### src/rtl/hls_macc_obf_param.sv
// Key-locked signed multiply-accumulate engine with the ap_start/ap_done block handshake.
// Two-stage pipeline: a registered product, then an add or subtract chosen by a key bit.
module hls_macc_obf_param #(
   parameter int DATA_W  = 16,
   parameter int N_TERMS = 4,
   parameter int ACC_W   = 2*DATA_W+$clog2(N_TERMS),
   parameter int OUT_W   = 16,
   parameter int LOCK_W  = 1024
) (
   input  logic                     ap_clk,
   input  logic                     ap_rst,
   input  logic                     ap_start,
   output logic                     ap_done,
   output logic                     ap_idle,
   output logic                     ap_ready,
   input  logic signed [ACC_W-1:0]  acc_init,
   input  logic signed [DATA_W-1:0] in_a,
   input  logic signed [DATA_W-1:0] in_b,
   input  logic                     in_vld,
   output logic                     in_rdy,
   output logic signed [OUT_W-1:0]  out_acc,
   output logic                     out_acc_ap_vld,
   output logic                     out_sat,
   input  logic [LOCK_W-1:0]        locking_key
);

   localparam int IW = (N_TERMS > 1) ? $clog2(N_TERMS) : 1;
   localparam logic signed [ACC_W-1:0] SAT_MAX = {{(ACC_W-OUT_W+1){1'b0}}, {(OUT_W-1){1'b1}}};
   localparam logic signed [ACC_W-1:0] SAT_MIN = {{(ACC_W-OUT_W+1){1'b1}}, {(OUT_W-1){1'b0}}};

   typedef enum logic [1:0] {S_IDLE, S_ACC, S_DRAIN, S_DONE} state_t;

   state_t                    state, state_nxt;
   logic [IW-1:0]             term_cnt, p1_idx;
   logic                      last_term, accept, drain_cnt, p1_vld;
   logic [N_TERMS-1:0]        key_term;
   logic                      key_out;
   logic signed [2*DATA_W-1:0] p1_prod;
   logic signed [ACC_W-1:0]   acc, prod_ext;
   logic signed [OUT_W-1:0]   res_val;
   logic                      res_sat;
   logic                      unused_key;

   assign last_term  = (term_cnt == IW'(N_TERMS-1));
   assign accept     = in_vld && in_rdy;
   assign prod_ext   = ACC_W'(p1_prod);
   assign unused_key = ^locking_key;

   always_ff @(posedge ap_clk) begin
      if (ap_rst) state <= S_IDLE;
      else        state <= state_nxt;
   end

   always_comb begin
      state_nxt      = state;
      ap_idle        = 1'b0;
      ap_done        = 1'b0;
      ap_ready       = 1'b0;
      out_acc_ap_vld = 1'b0;
      in_rdy         = 1'b0;
      case (state)
         S_IDLE: begin
            ap_idle = !ap_start;
            if (ap_start) state_nxt = S_ACC;
         end
         S_ACC: begin
            in_rdy = 1'b1;
            if (in_vld && last_term) state_nxt = S_DRAIN;
         end
         S_DRAIN: if (drain_cnt) state_nxt = S_DONE;
         S_DONE: begin
            ap_done        = 1'b1;
            ap_ready       = 1'b1;
            out_acc_ap_vld = 1'b1;
            state_nxt      = S_IDLE;
         end
         default: state_nxt = S_IDLE;
      endcase
   end

   // Key bit N_TERMS picks saturation vs. plain truncation of the final sum.
   always_comb begin
      res_val = acc[OUT_W-1:0];
      res_sat = 1'b0;
      if (key_out) begin
         if (acc > SAT_MAX) begin
            res_val = SAT_MAX[OUT_W-1:0];
            res_sat = 1'b1;
         end else if (acc < SAT_MIN) begin
            res_val = SAT_MIN[OUT_W-1:0];
            res_sat = 1'b1;
         end
      end
   end

   always_ff @(posedge ap_clk) begin
      if (ap_rst) begin
         term_cnt  <= '0;
         p1_idx    <= '0;
         p1_prod   <= '0;
         p1_vld    <= 1'b0;
         drain_cnt <= 1'b0;
         acc       <= '0;
         key_term  <= '0;
         key_out   <= 1'b0;
         out_acc   <= '0;
         out_sat   <= 1'b0;
      end else begin
         p1_vld    <= accept;
         drain_cnt <= (state == S_DRAIN) ? ~drain_cnt : 1'b0;
         if (accept) begin
            p1_prod  <= in_a * in_b;
            p1_idx   <= term_cnt;
            term_cnt <= last_term ? '0 : term_cnt + 1'b1;
         end
         if (state == S_IDLE && ap_start) begin
            acc      <= acc_init;
            key_term <= locking_key[N_TERMS-1:0];
            key_out  <= locking_key[N_TERMS];
            term_cnt <= '0;
         end else if (p1_vld) begin
            acc <= key_term[p1_idx] ? acc + prod_ext : acc - prod_ext;
         end
         // acc is final by the second drain cycle; capture on the edge into DONE.
         if (state == S_DRAIN && drain_cnt) begin
            out_acc <= res_val;
            out_sat <= res_sat;
         end
      end
   end

endmodule

### config.mk
export PLATFORM = sky130hd
export DESIGN_NAME = hls_macc_obf_param
export DESIGN_NICKNAME = d
export VERILOG_FILES = /design/src/rtl/hls_macc_obf_param.sv
export SDC_FILE = /design/constraint.sdc
export NUM_CORES = 1
export LEC_CHECK = 0
export BUFFER_PORTS_ARGS = -buffer_cell sky130_fd_sc_hd__buf_2
export CORE_AREA = 3 3 439 441
export DETAILED_ROUTE_END_ITERATION = 6
export DIE_AREA = 0 0 442 444
export PLACE_DENSITY = 0.3
export RECOVER_POWER = 25
export SLEW_MARGIN = 0
export SYNTH_ARGS = -nofsm -noshare
export SYNTH_HDL_FRONTEND = slang
export SYNTH_SLANG_ARGS = --single-unit
export TNS_END_PERCENT = 100
### constraint.sdc
create_clock -name ap_clk -period 9.28 [get_ports ap_clk]
set_clock_uncertainty 0.05 [all_clocks]
set_input_delay 0.464 -clock ap_clk [delete_from_list [all_inputs] [get_ports ap_clk]]
set_output_delay 0.464 -clock ap_clk [all_outputs]
set_load 0.005 [all_outputs]
# == Word level (Yosys, flattened, before mapping) ==
# Index checks and enable logic that the tools add are counted.
# totals
reg_bits,96
in_bits,1094
output_inout_bits,22
elab_cells,56
# classes
add_sub_neg,3
n_reduce_logical,10
mul,1
n_bitwise,2
magnitude_cmp,3
n_mux,19
eq_ne,7
# op_table
operator,n
$mux W34,3
$mux W16,3
$add A34 B32 Y34,1
$gt A34 B16 Y1 const B,1
$lt A34 B16 Y1 const B,1
$sub A34 B32 Y34,1
$mul A16 B16 Y32,1
$mux W2,4
$pmux W2 S4,1
$mux W1,7
$eq A2 B2 Y1 const B,3
$ne A2 B2 Y1 const B,3
$logic_and A1 B1 Y1,4
$reduce_or A2 Y1,2
$lt A2 B3 Y1 const B,1
$reduce_and A3 Y1,1
$add A2 B1 Y2 const B,1
$bmux W1 S2,1
$eq A2 B1 Y1 const B,1
$logic_not A2 Y1,1
$not A1 Y1,2
$reduce_bool A2 Y1,1
$logic_not A1 Y1,1

# == Depth between registers and ports, before layout ==
# depth
word_depth,5
ltp_mapped,25
depth_no_buf,23

# == Least setup slack after synthesis ==
# Ideal clock, no wire load.
# synth_path
kind,in2reg
startpoint,input port in_a[15]
endpoint,register p1_prod[30]
required_time_ns,9.168
setup_ns,0.062
path_stages,20
n_path_buf,1
path_slack_ns,2.934
arrival_ns,6.234
cell_sequence,clkbuf_1 > nand2_1 > inv_1 > fa_1 > fa_1 > fa_1 > fa_1 > fa_1 > inv_1 > fa_1 > inv_1 > ha_1 > nand2_1 > or3_1 > a311o_1 > and3_4 > o31ai_4 > a21oi_1 > mux2_1 > nand3_1
# synth_between
elab_chain_cells,1
# synth_lines
item,line_no,text
start: declaration,17,"input logic signed [DATA_W-1:0] in_a,"
$mul A16 B16 Y32,112,p1_prod <= in_a * in_b;
end signal: assignment,112,
end: declaration,38,logic signed [2*DATA_W-1:0] p1_prod;
# Every way passes these cells.
# A chain may end at the register's enable or synchronous reset.

# == Worst setup path in the final report ==
# layout_path
startpoint,input port in_a[7]
endpoint,register p1_prod[29]
# The elaborated chain is that of the path after synthesis.

==> results.tsv <==
metric	value	unit
status	complete, but fails checks	
violations	max-capacitance violations, max-slew violations	
pin_count	1116	
ir_drop	0.390	mV
crit_arrival	6.84	ns
cts_tree	built	
fmax	148	MHz
final_nets	3418	
drt_first_pass_iters	5	
muxShareOfSynthArea	1.16	%
clk_latency	0.38	ns
swShare	55.3	%
synth_warnings	0	
clk_pin_slew_worst_paths	0.08	ns
yosysMostFrequentCell	inv_1	
combPwrFrac	89.2	%
power_frac_seq	6.4	%
ys_types	74	
routed_wl	60.3	mm
holdBufCountCts	0	
ctsRootBufferMaster	clkbuf_16	
gr-total-overflow	0	
yosysSeqAreaShare	12.0	%
synthXorXnorAreaFrac	4.59	%
final-hold-violation-count	0	
core_area	190000	sq um
avgViaCountPerCell	2.82	
gp_congestion	0.732	
critPathMaxStageDelay	0.56	ns
min_period	6.78	ns
p_leak	8.24	nW
postCtsSetupBuffers	0	
netlist_instances	1897	
hpwl	51.4	mm
post-route-drc-count	0	
drt_iter0_drc	557	
internal_power	4.31	mW
post_cts_resized	0	
cp_max_fo	16	
grt_pass1_wl	90.9	mm
crit_top_cell	fa_1	
num_vias	12600	
grt_antenna_before_repair	34	
met3_length	3.37	mm
wl_per_cell	13.5	microns
synthTopCellsByCount	322 x inv_1, 263 x fa_1, 233 x nand2_1, 156 x a21oi_1, 128 x and2_1	
crit_chain	buf_2 -> nand2_1 -> fa_1 -> inv_1 -> fa_1 -> fa_1 -> fa_1 -> fa_1 -> inv_1 -> fa_1 -> inv_1 -> ha_1 -> a2111oi_2 -> nand4_1 -> nor3_1 -> nor2_1 -> a211oi_1 -> o31a_1 -> xnor2_1 -> nand2_1 -> a21oi_1	
synth-edff-count	0	
async_flop_share	0	%
dr_wl_met2	25.5	mm
rsz0062_at_grt	no	
yosys-top-cells-area	fa_1 33%, dfxtp_1 12%, ha_1 9.5%	
post-route-util	10.4	%
std_cell_rows	160	
ant_nets	0	
worst_setup_path_start_kind	input port	
crit_type	input port to register	
cts_made_buffers	9	
maxCapViolations	1	
worst_ep_required_time	9.34	ns
fp.dieW	442	microns
initial_core_util	8.45	%
finalCritPeriodShare	73.0	%
synth-main-ff-cell	dfxtp_1	
synth-simple-area-share	17.2	%
cts.sinks	96	
worst_slew_pin_slew	3.46	ns
die-area	196000	sq um
grt_usage	6.16	%
relSlewSlack	-131	%
final_layout_size_suffix_gt1_share	6.33	%
wl_met1	30.8	mm
synth-compound-area-share	13.3	%
synth_top_family_by_area	adder cells	
h-tree-depth	3	
synth_top_cell_area_share	32.9	%
syn_to_final_growth	23.2	%
clock_path_buffers	2	
synthesis.area	16000	sq um
power_density	489	nW/um^2
crit_slowest_cell	fa_1	
die_h	444	microns
setup_viol	0	
yosysTopAreaCell	fa_1	
io_buffers	96	
p_clk_share	4.3	%
syn_area_per_cell	8.44	sq um
syn-num-nets	3376	
synth_seq_cells	96	
setup_tns	0	ns
grt_max_degree	63	
topRoutingLayerUsed	met5	
switchingPower	5.33	mW
final_max_slew_viol_count	63	
end_kind	register	
grt_pass1_vias	13500	
min_path_type	input port to register	
synthAdderAreaFrac	42.4	%
cells in the final DEF, fill, tap and decap left out, types with 3 or more instances in the layout:
cell / netlist / final
inv_1: 322 / 322
fa_1: 263 / 263
nand2_1: 233 / 232
a21oi_1: 156 / 156
and2_1: 128 / 128
ha_1: 122 / 122
dfxtp_1: 96 / 95
nor2_1: 92 / 92
buf_2: 2 / 78
o21ai_0: 62 / 62
xnor2_1: 44 / 44
xor2_1: 40 / 40
a211oi_1: 33 / 33
nor3_1: 25 / 25
a21o_1: 24 / 24
clkbuf_1: 65 / 19
nand3_1: 17 / 17
nand2b_1: 13 / 13
mux2i_1: 13 / 13
a31oi_1: 12 / 12
o21a_1: 12 / 12
diode_2: 0 / 10
nand4_1: 10 / 10
o21ai_1: 9 / 9
clkbuf_16: 0 / 9
buf_4: 2 / 9
and3_1: 8 / 8
or3_1: 7 / 7
nor4_1: 7 / 7
o21bai_1: 5 / 5
nor2b_1: 5 / 5
and4_1: 4 / 4
a21boi_0: 4 / 4
a311oi_1: 3 / 3
nor3b_1: 3 / 3
routing by layer:
layer | track usage [%] | up-vias
met5 | 0 | -
met2 | 9.50 | 178
met3 | 1.67 | 58
li1 | - | 6143
met4 | 0.688 | 8
met1 | 8.77 | 6183
logic make-up after synthesis:
family                     count (synthesis)
DFF                                       96
muxes                                     17
buffers and inverters                    398
xor gates and xnor gates                  84
and+or+nand+nor                          566
adders and majority gates                385
AOI/OAI and AO/OA                        351
cell type report:
type                    count  area [sq um]
flip-flops and latches     96          1920
clock buffers              10           239
fillers                 22000        170000
well taps                2511          3140
repair buffers            106           529
multi-input cells        1403         12600
inverters                 323          1210
diodes                     10          25.0
clock inverters             6          73.8
final timing paths:
check,startpoint,endpoint,slack (ns),cells past startpoint
max reg2reg,p1_prod[7]$_SDFFE_PP0P_,acc[33]$_SDFFE_PP0P_,4.66,17
min reg2reg,key_term[3]$_SDFFE_PP0P_,key_term[3]$_SDFFE_PP0P_,0.41,2
min,acc_init[13],acc[13]$_SDFFE_PP0P_,0.27,3
max,in_a[7],p1_prod[29]$_SDFFE_PP0P_,2.50,21
sequential cells by signal, summed over array words and instances, names as in the netlist:
signal / flops
acc: 34
drain_cnt: 1
key_out: 1
key_term: 4
out_acc: 16
out_sat: 1
p1_idx: 2
p1_prod: 32
p1_vld: 1
state: 2
term_cnt: 2
power by group through the flow:
stage	logic, mW	registers, mW	clock network [mW]
2_1_floorplan	6.67	0.579	0
4_1_cts	8.83	0.620	0.445
5_1_grt	9.94	0.635	0.452
3_3_place_gp	8.88	0.630	0
3_5_place_dp	8.77	0.628	0
6_report	8.61	0.619	0.418
stage by stage:
step	worst slack (ns)	instance area (sq um)	hold WS (ns)	total power, mW	std cells
after floorplan	2.93	16000	0.383	7.25	1897
after global placement	2.03	19400	0.398	9.51	4439
after detailed placement	2.00	19400	0.399	9.40	4439
after CTS	2.41	19700	0.233	9.90	4455
after global routing	2.03	19700	0.287	11.0	4457
final	2.50	19700	0.266	9.65	4465
critical path, delay by kind of cell:
family                   cells  cell delay [ns]
AO/OA/AOI/OAI                4             1.22
AND/OR/NAND/NOR              5             0.93
buffers and inverters        4             0.52
adder cells (fa/ha/maj)      7             3.58
XOR/XNOR                     1             0.09
No activity file was read; power rests on OpenSTA's default activity.
